File: config.mk
export PLATFORM = sky130hd
export DESIGN_NAME = mux_arbiter
export DESIGN_NICKNAME = d
export VERILOG_FILES = /design/src/rtl/mux_arbiter_pkg.sv /design/src/rtl/mux_arbiter_rr_pick.sv /design/src/rtl/mux_arbiter.sv
export SDC_FILE = /design/constraint.sdc
export NUM_CORES = 1
export LEC_CHECK = 0
export ABC_AREA = 1
export CAP_MARGIN = 20
export CORE_AREA = 10 10 62 64
export CTS_CLUSTER_DIAMETER = 100
export DETAILED_ROUTE_END_ITERATION = 10
export DIE_AREA = 0 0 72 74
export PLACE_DENSITY = 0.69
export SLEW_MARGIN = 40
export SYNTH_ARGS = -nofsm -noshare
export SYNTH_HDL_FRONTEND = slang
export SYNTH_SLANG_ARGS = --single-unit
File: constraint.sdc
create_clock -name clk -period 3 [get_ports clk]
set_input_delay 0.3 -clock clk [delete_from_list [all_inputs] [get_ports clk]]
set_output_delay 0.3 -clock clk [all_outputs]
set_load 0.005 [all_outputs]
File: src/rtl/mux_arbiter_pkg.sv
// Shared constants and types for the round-robin mux arbiter.
// Imported by the arbiter top and its pick sub-module.
package mux_arbiter_pkg;

    localparam int N_REQ = 4;
    localparam int SEL_W = 2;

    typedef enum logic [1:0] {
        ST_IDLE  = 2'd0,
        ST_GRANT = 2'd1,
        ST_GAP   = 2'd2
    } state_e;

    function automatic logic [N_REQ-1:0] onehot(input logic [SEL_W-1:0] s);
        onehot    = '0;
        onehot[s] = 1'b1;
    endfunction

endpackage

File: src/rtl/mux_arbiter_rr_pick.sv
// Combinational round-robin pick: first set req after ptr, wrapping,
// with ptr itself scanned last.
module rr_pick
    import mux_arbiter_pkg::*;
(
    input  logic [N_REQ-1:0] req,
    input  logic [SEL_W-1:0] ptr,
    output logic             valid,
    output logic [SEL_W-1:0] idx
);

    logic [SEL_W-1:0] cand;

    // Scan from lowest priority up so the highest priority hit wins.
    always_comb begin
        valid = |req;
        idx   = ptr;
        cand  = ptr;
        for (int k = N_REQ; k >= 1; k--) begin
            cand = ptr + SEL_W'(k);
            if (req[cand]) idx = cand;
        end
    end

endmodule

File: src/rtl/mux_arbiter.sv
// Round-robin owner of the 4:1 mux with bounded hold and a mandatory
// one-cycle gap between owners.
module mux_arbiter
    import mux_arbiter_pkg::*;
#(
    parameter int MAX_HOLD = 8
) (
    input  logic             clk,
    input  logic             reset,
    input  logic [N_REQ-1:0] req,
    input  logic [N_REQ-1:0] data_in,
    output logic [N_REQ-1:0] grant,
    output logic [SEL_W-1:0] select_lines,
    output logic             busy,
    output logic             data_out,
    output logic             timeout
);

    localparam logic [7:0] HOLD_LAST = 8'(MAX_HOLD - 1);

    state_e           state_q, state_d;
    logic [SEL_W-1:0] ptr_q, ptr_d;
    logic [SEL_W-1:0] sel_q, sel_d;
    logic [7:0]       cnt_q, cnt_d;
    logic             to_q, to_d;

    logic [SEL_W-1:0] pick_ptr;
    logic             pick_valid;
    logic [SEL_W-1:0] pick_idx;
    logic             others;

    // In GAP the pick already sees the just-released owner as pointer.
    assign pick_ptr = (state_q == ST_GAP) ? sel_q : ptr_q;

    rr_pick u_pick (
        .req   (req),
        .ptr   (pick_ptr),
        .valid (pick_valid),
        .idx   (pick_idx)
    );

    always_comb begin
        state_d = state_q;
        ptr_d   = ptr_q;
        sel_d   = sel_q;
        cnt_d   = cnt_q;
        to_d    = 1'b0;
        others  = |(req & ~onehot(sel_q));
        unique case (state_q)
            ST_IDLE: begin
                if (pick_valid) begin
                    state_d = ST_GRANT;
                    sel_d   = pick_idx;
                    cnt_d   = '0;
                end
            end
            ST_GRANT: begin
                if (!req[sel_q]) begin
                    state_d = ST_GAP;
                end else if (cnt_q == HOLD_LAST && others) begin
                    state_d = ST_GAP;
                    to_d    = 1'b1;
                end else if (cnt_q != HOLD_LAST) begin
                    cnt_d = cnt_q + 8'd1;
                end
            end
            ST_GAP: begin
                ptr_d = sel_q;
                if (pick_valid) begin
                    state_d = ST_GRANT;
                    sel_d   = pick_idx;
                    cnt_d   = '0;
                end else begin
                    state_d = ST_IDLE;
                end
            end
            default: state_d = ST_IDLE;
        endcase
    end

    always_ff @(posedge clk or posedge reset) begin
        if (reset) begin
            state_q <= ST_IDLE;
            ptr_q   <= 2'd3;
            sel_q   <= '0;
            cnt_q   <= '0;
            to_q    <= 1'b0;
        end else begin
            state_q <= state_d;
            ptr_q   <= ptr_d;
            sel_q   <= sel_d;
            cnt_q   <= cnt_d;
            to_q    <= to_d;
        end
    end

    assign busy         = (state_q == ST_GRANT);
    assign select_lines = sel_q;
    assign grant        = busy ? onehot(sel_q) : '0;
    assign timeout      = to_q;
    assign data_out     = busy & data_in[sel_q];

endmodule

==> out/results.txt <==
Result of the run - completed
Final non-filler cell area - 1360 um2
Via Count - 1155
Number of enable-type register cells in the synthesized netlist - 0
Leakage power - 0.000678 uW
Top area cells in the synthesized netlist - dfrtp_1, nand2_1, nand3_1
Maximum clock path buffer count - 2
Critical path data required time - 2.70 ns
Effective utilization at floorplan - 42.4%
CP Max Fanout - 9
Std-Cell Rows - 19
Count of max-cap constraint violations - 0
Ratio of total power to cell area - 935 nW/um2
CTS tree - yes
Final core utilization - 50.9%
First-pass GRT wire length - 5060 um
Number of routed nets with antenna violations - 0
Relative slew margins - 62.0%
Root buffer selected by CTS - clkbuf_4
Combined area of all synthesized cells - 1130 um2
Setup_tns - 0 ns
Leading cell types by count after synthesis - nand2_1, inv_1, nand3_1
Number of buffers inserted by port buffering - 18
CTS Buf Count - 3
Detail-routed via count per cell - 5.25
Number of pins exceeding their max-slew limit in the final report - 0
Arrival time worst endpoint - 2.06 ns
Antenna cell count - 0
Worst hold-check path type - in2async
Die span in x - 72 um
Share of the synthesized area in the top cell type - 28.8%
Post-DP Area - 1330 um2
Fraction of final layout cells sized beyond drive strength 1 - 10.1%
Synthesized flop and latch total - 15
Register area share after synthesis - 33.4%
Setup Skew - 0.00639 ns
Leading area contributor after synthesis - dfrtp_1
Number of primary I/O pins - 19
First drt pass iteration count - 4
Die ar. - 5330 um2
Setup repair bufs after CTS - 0
Area inside the core boundary - 2660 um2
Final wirelength - 2910 um
Flip-flop cell with the highest count after synthesis - dfrtp_1
RSZ-0062 raised after global routing - false
Share of the clock period used by the worst path - 78.8%
Synthesis warning total - 0
Routability congestion estimate from global placement - 0.820
Element type at the critical path start - register
Most common cell in the netlist - nand2_1
Number of instances in the synthesized netlist - 170
Cell with the largest stage delay on the worst path - clkdlybuf4s50_1
Number of global-route vias before repair - 1130
Number of endpoints failing setup at the final stage - 0
Largest net degree at the start of global routing - 16
Routed length per instance - 13.2 um
Worst setup path startpoint - state_q[0]
GRT overflow - 0
Clock-pin slew of the registers on the worst-case setup and hold paths - 0.09 ns
Antenna violations before repair - 0
Worst Path Class, Setup - reg2out
Clock Latency Late Sink - 0.28 ns
DP HPWL - 2270 um
Synthesized netlist net count - 181
CTS-repair resized insts - 0
Share of synthesized registers carrying an async set or reset - 100%
Slew @ Worst Pin - 0.569 ns
Buf+Inv Stages, Crit Path - 3
Number of H-tree branching levels - 1
Initial DRC count - 133
Reg-to-reg startpoint - select_lines[1]
Crit-path max cell delay - 0.54 ns
Worst IR Drop VDD - 531 uV
Worst slack on hold paths - 0.356 ns
Relative area change from synthesis to final layout - 19.9%
CTS sink count - 15
Library cells used by synthesis - 26
Post-synthesis area per instance - 6.65 um2
Hold buffers post-CTS - 0
Maximum frequency from static timing analysis - 423 MHz
Count of unresolved DRC violations after routing - 0
NumNets Final - 201
Family with the most delay on the worst path - buffers and inverters
Critical path endpoint category - output port
Final min period - 2.36 ns
Number of failing hold endpoints at the final stage - 0
Global Route Usage Sum - 11.2%
Sequence of cells on the critical path - inv_2, nor2_1, inv_1, nor3_1, clkdlybuf4s50_1
Vertical die dimension - 74 um
==> layer usage <==
| layer | global-route usage, % | vias to the layer above | wire, um |
|---|---|---|---|
| met5 | 0 | - | 0 |
| met4 | 3.23 | 0 | 0 |
| met3 | 3.32 | 0 | 195 |
| met2 | 18.8 | 35 | 1410 |
| met1 | 13.7 | 529 | 1300 |
| li1 | - | 591 | - |
==> final cells by class <==
type / count / area (um2)
clock buffers: 3 / 22.5
clock inverters: 1 / 5.00
fillers: 281 / 1310
inverters: 21 / 78.8
multi-input cells: 131 / 652
flip-flops and latches: 15 / 378
well taps: 31 / 38.8
repair buffers: 18 / 180
==> sequential cells by signal (all words and copies together) (netlist names) <==
register	count
cnt_q	8
ptr_q	2
select_lines	2
state_q	2
timeout	1
==> per-stage QoR <==
stage / instances / total power (uW) / setup slack (ns)
finish: 220 / 1270 / 0.636
global route: 220 / 1390 / 0.463
CTS: 220 / 1270 / 0.630
detailed placement: 216 / 1150 / 0.973
global placement: 216 / 1130 / 0.987
floorplan: 170 / 923 / 1.55
==> logic make-up (layout without fill, tap and decap cells) <==
logic type	count (synthesis)	count (layout)	synth area share (%)
buffers and inverters	24	43	8.86
AO/OA/AOI/OAI	18	18	9.86
adder cells (fa/ha/maj)	1	1	1.11
XOR/XNOR	3	3	2.33
flip-flops	15	15	33.4
AND/OR/NAND/NOR	109	109	44.4
==> layout by cell type, fill, tap and decap left out <==
cell type,Yosys,final
a21oi_1,4,4
clkinv_2,0,1
ha_1,1,1
nor2_1,15,15
xor2_1,2,2
clkbuf_4,0,3
dfrtp_1,13,13
nand4_1,4,4
nand2_4,2,2
o21ai_0,6,6
o22ai_1,1,1
nor4_1,1,1
clkdlybuf4s50_1,0,18
nand2_2,6,6
nand3_2,1,1
o21ai_2,1,1
dfstp_2,2,2
inv_2,2,2
a221oi_1,1,1
a22oi_1,4,4
nand2_1,55,55
a21o_1,1,1
nor3_1,6,6
inv_1,19,19
nand3_1,18,18
nand3_4,1,1
xnor2_1,1,1
==> path summary, 6_finish.rpt <==
path,cells after the start,slack [ns],endpoint
max,5,0.64,grant[1]
min in group clk,2,0.53,ptr_q[1]
min,2,0.36,cnt_q[3]
max reg2reg,7,1.29,state_q[1]
min reg2reg,2,0.53,ptr_q[1]
max in group asynchronous,2,2.26,ptr_q[1]
==> power breakdown <==
group          switching (uW)  leakage (uW)  internal, uW
combinational             511      0.000467           301
clock                    66.6     0.0000177          49.5
sequential               78.5      0.000193           261
No activity file was read; power rests on OpenSTA's default activity.
